===== src/rtl/bus512ton.sv =====
// -----------------------------------------------------------------------------
// bus512ton -- wide-to-narrow bus serializer.
//
// Accepts one IN_WIDTH-bit word at a time and emits it as 2^COUNT slices of
// OUT_WIDTH bits, least-significant slice first, one slice per cycle while the
// downstream side grants blob_dout_rdy. The next wide word may load on the
// same cycle the final slice of the current word leaves, so back-to-back words
// stream with no bubble. The end-of-packet qualifier rides only on the last
// slice of the word that carried it.
//
// Parameters
//   IN_WIDTH   width of the wide input word (must equal OUT_WIDTH * 2^COUNT)
//   OUT_WIDTH  width of each emitted slice
//   COUNT      phase counter width; slices per word = 2^COUNT
//
// Ports
//   clk            rising-edge clock
//   rst            asynchronous, active-high reset
//   blob_din       wide data word
//   blob_din_rdy   high when a wide word can be accepted this cycle
//   blob_din_en    wide-word strobe (ignored while blob_din_rdy is low)
//   blob_din_eop   end-of-packet qualifier, sampled with blob_din_en
//   blob_dout      current narrow slice (0 while idle)
//   blob_dout_rdy  downstream permission to emit this cycle
//   blob_dout_en   slice-valid strobe
//   blob_dout_eop  marks the last slice of a packet
// -----------------------------------------------------------------------------
module bus512ton #(
  parameter int IN_WIDTH  = 512,
  parameter int OUT_WIDTH = 32,
  parameter int COUNT     = 4
) (
  input  logic                 clk,
  input  logic                 rst,
  input  logic [IN_WIDTH-1:0]  blob_din,
  output logic                 blob_din_rdy,
  input  logic                 blob_din_en,
  input  logic                 blob_din_eop,
  output logic [OUT_WIDTH-1:0] blob_dout,
  input  logic                 blob_dout_rdy,
  output logic                 blob_dout_en,
  output logic                 blob_dout_eop
);

  // EMPTY: nothing held. SHIFT: a word is held and being sliced out.
  typedef enum logic {
    EMPTY = 1'b0,
    SHIFT = 1'b1
  } state_t;

  state_t               state;
  state_t               state_nxt;
  logic [COUNT-1:0]     phase;
  logic [IN_WIDTH-1:0]  data_q;
  logic                 eop_q;

  logic                 last_slice;
  logic                 accept;

  assign last_slice = &phase;
  assign accept     = blob_din_en & blob_din_rdy;

  // ---------------------------------------------------------------------------
  // State register
  // ---------------------------------------------------------------------------
  // NOTE: sequential state uses non-blocking assignments so every flop samples
  // the pre-edge values, independent of process evaluation order.
  always_ff @(posedge clk or posedge rst) begin
    if (rst) state <= EMPTY;
    else     state <= state_nxt;
  end

  // ---------------------------------------------------------------------------
  // Next-state logic
  // ---------------------------------------------------------------------------
  // NOTE: state_nxt defaults to the current state before the case so every path
  // assigns it and no latch is inferred.
  always_comb begin
    state_nxt = state;
    unique case (state)
      EMPTY: if (blob_din_en) state_nxt = SHIFT;
      SHIFT: begin
        // A load on the final slice keeps us in SHIFT with no idle cycle.
        if (accept)                             state_nxt = SHIFT;
        else if (blob_dout_rdy && last_slice)   state_nxt = EMPTY;
      end
      default: state_nxt = EMPTY;
    endcase
  end

  // ---------------------------------------------------------------------------
  // Output logic
  // ---------------------------------------------------------------------------
  always_comb begin
    blob_din_rdy  = 1'b1;
    blob_dout_en  = 1'b0;
    blob_dout_eop = 1'b0;
    blob_dout     = '0;
    if (state == SHIFT) begin
      // Ready again only as the last slice is leaving, so the new word
      // replaces it on the same edge.
      blob_din_rdy  = blob_dout_rdy & last_slice;
      blob_dout_en  = blob_dout_rdy;
      blob_dout_eop = blob_dout_rdy & eop_q & last_slice;
      blob_dout     = data_q[phase*OUT_WIDTH +: OUT_WIDTH];
    end
  end

  // ---------------------------------------------------------------------------
  // Datapath: holding register, eop flag and slice phase
  // ---------------------------------------------------------------------------
  // NOTE: the wide holding register is reset along with the control state so
  // the block comes out of reset in a completely defined condition; a fresh
  // load always overwrites it before any slice is shown.
  always_ff @(posedge clk or posedge rst) begin
    if (rst) begin
      data_q <= '0;
      eop_q  <= 1'b0;
      phase  <= '0;
    end else if (accept) begin
      data_q <= blob_din;
      eop_q  <= blob_din_eop;
      phase  <= '0;
    end else if (blob_dout_en) begin
      // Wraps naturally from all-ones to zero as the word finishes.
      phase  <= phase + 1'b1;
    end
  end

endmodule


===== config.mk =====
export PLATFORM = sky130hd
export DESIGN_NAME = bus512ton
export DESIGN_NICKNAME = d
export VERILOG_FILES = /design/src/rtl/bus512ton.sv
export SDC_FILE = /design/constraint.sdc
export NUM_CORES = 1
export LEC_CHECK = 0
export ABC_AREA = 0
export CAP_MARGIN = 20
export CORE_MARGIN = 1
export CORE_UTILIZATION = 40
export DETAILED_ROUTE_END_ITERATION = 8
export PLACE_DENSITY = 0.69
export SYNTH_ARGS = -nofsm -noshare
export SYNTH_HDL_FRONTEND = slang
export SYNTH_SLANG_ARGS = --single-unit

===== constraint.sdc =====
create_clock -name clk -period 19.3 [get_ports clk]
set_input_delay 4.825 -clock clk [delete_from_list [all_inputs] [get_ports clk]]
set_output_delay 4.825 -clock clk [all_outputs]
set_load 0.01 [all_outputs]

==> flow_metrics.tcl, run 1 <==
set metrics [dict create \
    ys_ff_latch 518 \
    wl_per_cell_um 24.11 \
    placed_area_um2 29120 \
    setup_viol 0 \
    rsz0062_at_grt "false" \
    synthSimpleGateAreaFrac 0.005297 \
    drt_iter0_drc 542 \
    path_max_fanout 4 \
    clock_latency_ns 0.59 \
    relSlewSlack 0.2504 \
    dieArea_um2 58840 \
    remaining_drc_errors 0 \
    max_freq_ghz 0.09023 \
    vias 14245 \
    path_clk_slew_ns 0.06 \
    coreArea_um2 56820 \
    dp_slack_ns 8.225 \
    overflow 0 \
    layoutNonFillerInstCount 2697 \
    routed_via_density 5.282 \
    power.leakage_nw 12.73 \
    place_congestion 0.8473 \
    status "finished, final reports clean" \
    cp_slowest_cell "clkdlybuf4s50_1" \
    slew_violations 0 \
    grt_pass1_wl_um 98500 \
    skew_ns 0.009672 \
    cts_hold_buf 0 \
    synth_edf_count 0 \
    synth_area_leaders "dfrtp_1 (56%), mux2_2 (25%), mux4_2 (11%)" \
    whs_path_depth 1 \
    layout_common_cells "clkdlybuf4s50_1 (551), dfrtp_1 (515), mux2_2 (508)" \
    cp_data_required_time_ns 14.48 \
    cts_buffer_depth 3 \
    cts_inserted_buffers 56 \
    tritoncts "built" \
    timing.reg2reg.setup_slack_ns 14.62 \
    antenna_found_initial 23 \
    reg2regPathDepth 7 \
    synthCells 1364 \
    yosysWarningCount 0 \
    cts.sinks 518 \
    hp-class "flip-flop to flip-flop" \
    avgSynthCellArea_um2 16.97 \
    drv_cap 0 \
    finalHoldViolCount 0 \
    netlist-cell-type-count 33 \
    drt_pre_antenna_iters 5 \
    worst_pin_slew_ns 1.124 \
    async_flop_share 1.000 \
    period_share 0.5743 \
    holdWs_ns 0.4881 \
    rr_endpoint "data_q[278]$_DFFE_PP0P_" \
    peakVddDrop_uv 83.47 \
    regArea_um2 12970 \
    grt_max_degree 187 \
    crit_cells 4 \
    multi_input_area_um2 9513 \
    worst_slack_ns 8.217 \
    cts_resized 0 \
    grt_pass1_vias 15696 \
    synth_top_area_share 0.5599 \
    rr_startpoint "phase[1]$_DFFE_PP0P_" \
    cp-end-kind "output port" \
    drive_gt1_frac 0.3793 \
    portBuffers 551 \
    synth_adder_area_share 0.0005405 \
    critPathKind "primary input to output port" \
    die_x_um 242.6 \
    hp-start "data_q[352]$_DFFE_PP0P_" \
    ctsHtreeMaxLevel 2 \
    startpoint_type "primary input" \
    fp.dieH_um 242.6 \
    rows 87 \
    crit_path_frequent_cell "clkdlybuf4s50_1" \
    synth_compound_area_frac 0.02762 \
    cp_top_family "buffers and inverters" \
    synth_top_cell_by_area "dfrtp_1" \
    post_cts_buffers 0 \
    wl_um 65030 \
    synthXorXnorAreaFrac 0.0007567 \
    syn2layout_area_growth_pct 33.88 \
    critPathArrivalTime_ns 6.26 \
    synth_top_family_by_area "multiplexers" \
    synthesis.nets 1882 \
    synth_flop_cell "dfrtp_1" \
    setup_tns_ns 0 \
    clockRootBuffer "clkbuf_16" \
    path_buf_inv 2 \
    antenna_left 0 \
    ios 552 \
    power_density_nw_per_um2 157.1 \
    num-nets-final 2404 \
    fill_cells 4602 \
    path_cells "clkdlybuf4s50_1 > nand4_1 > nand2_1 > clkdlybuf4s50_1" \
    place_hpwl_um 45630 \
    fin_crit_ns 11.08 \
    placed_cells 2582 \
    start_util 0.4074 \
    grt_usage 0.2219 \
    muxShareOfSynthArea 0.3758 \
    holdPathEnd "data_q[352]$_DFFE_PP0P_" \
    design_area_um2 30990 \
    max_stage_delay_ns 0.56 \
    netlist_area_um2 23150 \
    seq_area_frac_synth 0.5599 \
    final_common_cell "clkdlybuf4s50_1" \
]
[metrics by stage]
| stage | utilization | total power (W) |
|---|---|---|
| global route | 0.5454 | 0.005139 |
| CTS | 0.5439 | 0.004918 |
| floorplan | - | 0.003139 |
| detailed placement | 0.5124 | 0.003855 |
| global placement | 0.5124 | 0.003784 |
| finish | 0.5454 | 0.004868 |
[area by class of cell]
class	count	area share
antenna	14	0.001130
clock buffer	89	0.05506
clock inverter	10	0.002584
inverter	3	0.0006055
multi-input combinational	739	0.3069
sequential	518	0.4186
tap	756	0.03052
timing repair buffer	568	0.1846
[synthesized netlist by cell type (all sizes together), types with 3 or more instances]
library cell  count
dfrtp           518
mux2            516
mux4            126
buf              82
a221o            31
a22o             31
clkbuf           22
nand2             4
nand3             4
nor2              4
and3              3
inv               3
nand2b            3
[flip-flops by register name (all words and copies together) (netlist names)]
name and flops:
phase 4, state 1, eop_q 1, data_q 512
[report_power, final]
part	internal (W)	total, W	switching (W)
Combinational	0.00116	0.00189	0.000732
Clock	0.000613	0.00104	0.000430
Sequential	0.00162	0.00193	0.000314
Total	0.00339	0.00487	0.00148
[metal layers]
layer	global-route usage	routed length [um]	vias up
met4	0.07270	1586	14
met1	0.2923	27340	7458
met2	0.3556	31710	400
li1	-	-	6273
met3	0.06015	4294	100
met5	0	94	-
[cell families (layout without fill, tap and decap cells)]
family          after synthesis  in the layout
fa+ha+maj                     1              1
simple gates                 23             23
flops                       518            518
compound gates               70             70
buf+inv                     107            670
other cells                   0             14
mux                         643            643
xor+xnor                      2              2
[how the worst max path moves through the flow]
stage | from | endpoint | slack, ns
floorplan | rst | data_q[0]$_DFFE_PP0P_ | 0.005
global placement | blob_dout_rdy | blob_din_rdy | 8.24
detailed placement | blob_dout_rdy | blob_din_rdy | 8.23
CTS | blob_dout_rdy | blob_din_rdy | 8.22
global route | blob_dout_rdy | blob_din_rdy | 8.15
finish | blob_dout_rdy | blob_din_rdy | 8.22
Note: power is estimated with default switching activity, not from simulation.
==> run 2, diff against run 1 <==
--- a/config.mk
+++ b/config.mk
@@ -10,7 +10,7 @@
 export CORE_MARGIN = 1
 export CORE_UTILIZATION = 40
 export DETAILED_ROUTE_END_ITERATION = 8
-export PLACE_DENSITY = 0.69
+export PLACE_DENSITY = 0.67
 export SYNTH_ARGS = -nofsm -noshare
 export SYNTH_HDL_FRONTEND = slang
 export SYNTH_SLANG_ARGS = --single-unit
==> constraint.sdc (replaced) <==
create_clock -name clk -period 10.77 [get_ports clk]
set_input_delay 2.6925 -clock clk [delete_from_list [all_inputs] [get_ports clk]]
set_output_delay 2.6925 -clock clk [all_outputs]
set_load 0.01 [all_outputs]
==> flow_metrics.tcl, run 2 (synthesized netlist as in run 1, its figures left out) <==
set metrics [dict create \
    status "finished, final reports clean" \
    wl_per_cell_um 24.38 \
    worst_pin_slew_ns 1.111 \
    coreArea_um2 56820 \
    setup_tns_ns 0 \
    grt_util_met1 0.2958 \
    drv_cap 0 \
    worst_slack_ns 3.975 \
    rr_endpoint "data_q[342]$_DFFE_PP0P_" \
    clockRootBuffer "clkbuf_16" \
    path_max_fanout 4 \
    place_hpwl_um 47100 \
    routed_via_density 5.270 \
    setup_viol 0 \
    power.leakage_nw 12.75 \
    drt_pre_antenna_iters 5 \
    skew_ns 0.01939 \
    ios 552 \
    total_power_w 0.008759 \
    grt_pass1_vias 15767 \
    finalHoldViolCount 0 \
    grt.busiest_layer "met2" \
    antenna_found_initial 34 \
    critPathKind "primary input to output port" \
    holdPathEnd "data_q[352]$_DFFE_PP0P_" \
    dieArea_um2 58840 \
    use_met3 0.06723 \
    syn2layout_area_growth_pct 34.15 \
    whs_path_depth 1 \
    drive_gt1_frac 0.3788 \
    layout_common_cells "clkdlybuf4s50_1 (551), dfrtp_1 (515), mux2_2 (508)" \
    grt_max_degree 187 \
    path_clk_slew_ns 0.06 \
    vias 14283 \
    fin_crit_ns 6.795 \
    relSlewSlack 0.2590 \
    num-nets-final 2405 \
    post_cts_buffers 0 \
    period_share 0.6310 \
    cp-end-kind "output port" \
    peakVddDrop_uv 151.5 \
    drt_iter0_drc 737 \
    critPathArrivalTime_ns 4.10 \
    post-route-util 0.5466 \
    clock_latency_ns 0.60 \
    regMostFlops "data_q" \
    slew_violations 0 \
    ctsHtreeMaxLevel 2 \
    grt_pass1_wl_um 99820 \
    tritoncts "built" \
    dp_slack_ns 3.970 \
    wl_um 66060 \
    rsz0062_at_grt "false" \
    cp_data_required_time_ns 8.08 \
    top_regs "data_q x512, phase x4" \
    cts_inserted_buffers 57 \
    largest_register_ffs 512 \
    die_x_um 242.6 \
    cts.sinks 518 \
    overflow 0 \
    place_congestion 0.8489 \
    start_util 0.4074 \
    placed_area_um2 29140 \
    reg2regPathDepth 6 \
    design_area_um2 31060 \
    use_met2 0.3524 \
    max_freq_ghz 0.1472 \
    rr_startpoint "phase[1]$_DFFE_PP0P_" \
    power_density_nw_per_um2 282.0 \
    remaining_drc_errors 0 \
    portBuffers 551 \
    cts_resized 0 \
    cts_buffer_depth 3 \
    rows 87 \
    fill_cells 4668 \
    fp.dieH_um 242.6 \
    timing.reg2reg.setup_slack_ns 7.06 \
    hp-class "flip-flop to flip-flop" \
    antenna_left 0 \
    hp-start "data_q[352]$_DFFE_PP0P_" \
    grt_usage 0.2256 \
    cts_hold_buf 0 \
    final_common_cell "clkdlybuf4s50_1" \
    startpoint_type "primary input" \
]
run 2: worst max path at each step:
stage                     depth (start not counted)                 start                     to  slack (ns)
after floorplan                                   1                   rst  data_q[0]$_DFFE_PP0P_        1.04
after global placement                            4         blob_dout_rdy           blob_din_rdy        3.98
after detailed placement                          4         blob_dout_rdy           blob_din_rdy        3.97
after CTS                                         5  phase[0]$_DFFE_PP0P_          blob_dout[31]        3.90
after global routing                              5  phase[0]$_DFFE_PP0P_          blob_dout[31]        3.78
final                                             4         blob_dout_rdy           blob_din_rdy        3.97
run 2: per-stage QoR:
stage / instances / hold slack (ns)
2_1_floorplan: 1364 / 0.4524
3_3_place_gp: 2584 / 0.4675
3_5_place_dp: 2584 / 0.4702
4_1_cts: 2686 / 0.4902
5_1_grt: 2705 / 0.5081
6_report: 2710 / 0.4871
run 2: layout make-up:
class,count,area [um2],share of cell area
clock inverter,12,142.6,0.004593
sequential,518,12970,0.4178
antenna,24,60.06,0.001934
timing repair buffer,568,5693,0.1833
inverter,3,15.01,0.0004835
clock buffer,90,1713,0.05515
multi-input combinational,739,9513,0.3063
tap,756,945.9,0.03046
run 2: where the power goes:
part / switching (W) / total (W) / internal (W) / leakage (nW)
sequential: 0.000584 / 0.00348 / 0.00290 / 6.33
clock: 0.000780 / 0.00193 / 0.00115 / 0.914
combinational: 0.00127 / 0.00335 / 0.00208 / 5.50
total: 0.00263 / 0.00876 / 0.00613 / 12.7
run 2: critical path, cell delays in order:
cell             delay, ns
clkdlybuf4s50_1       0.52
nand4_1               0.19
nand2_1               0.16
clkdlybuf4s50_1       0.55
run 2: per-layer routing:
metal  up-vias  part of all wire
met1      7429              0.41
li1       6289                 -
met2       419              0.48
met5         -            0.0024
met4        26             0.028
met3       120             0.076
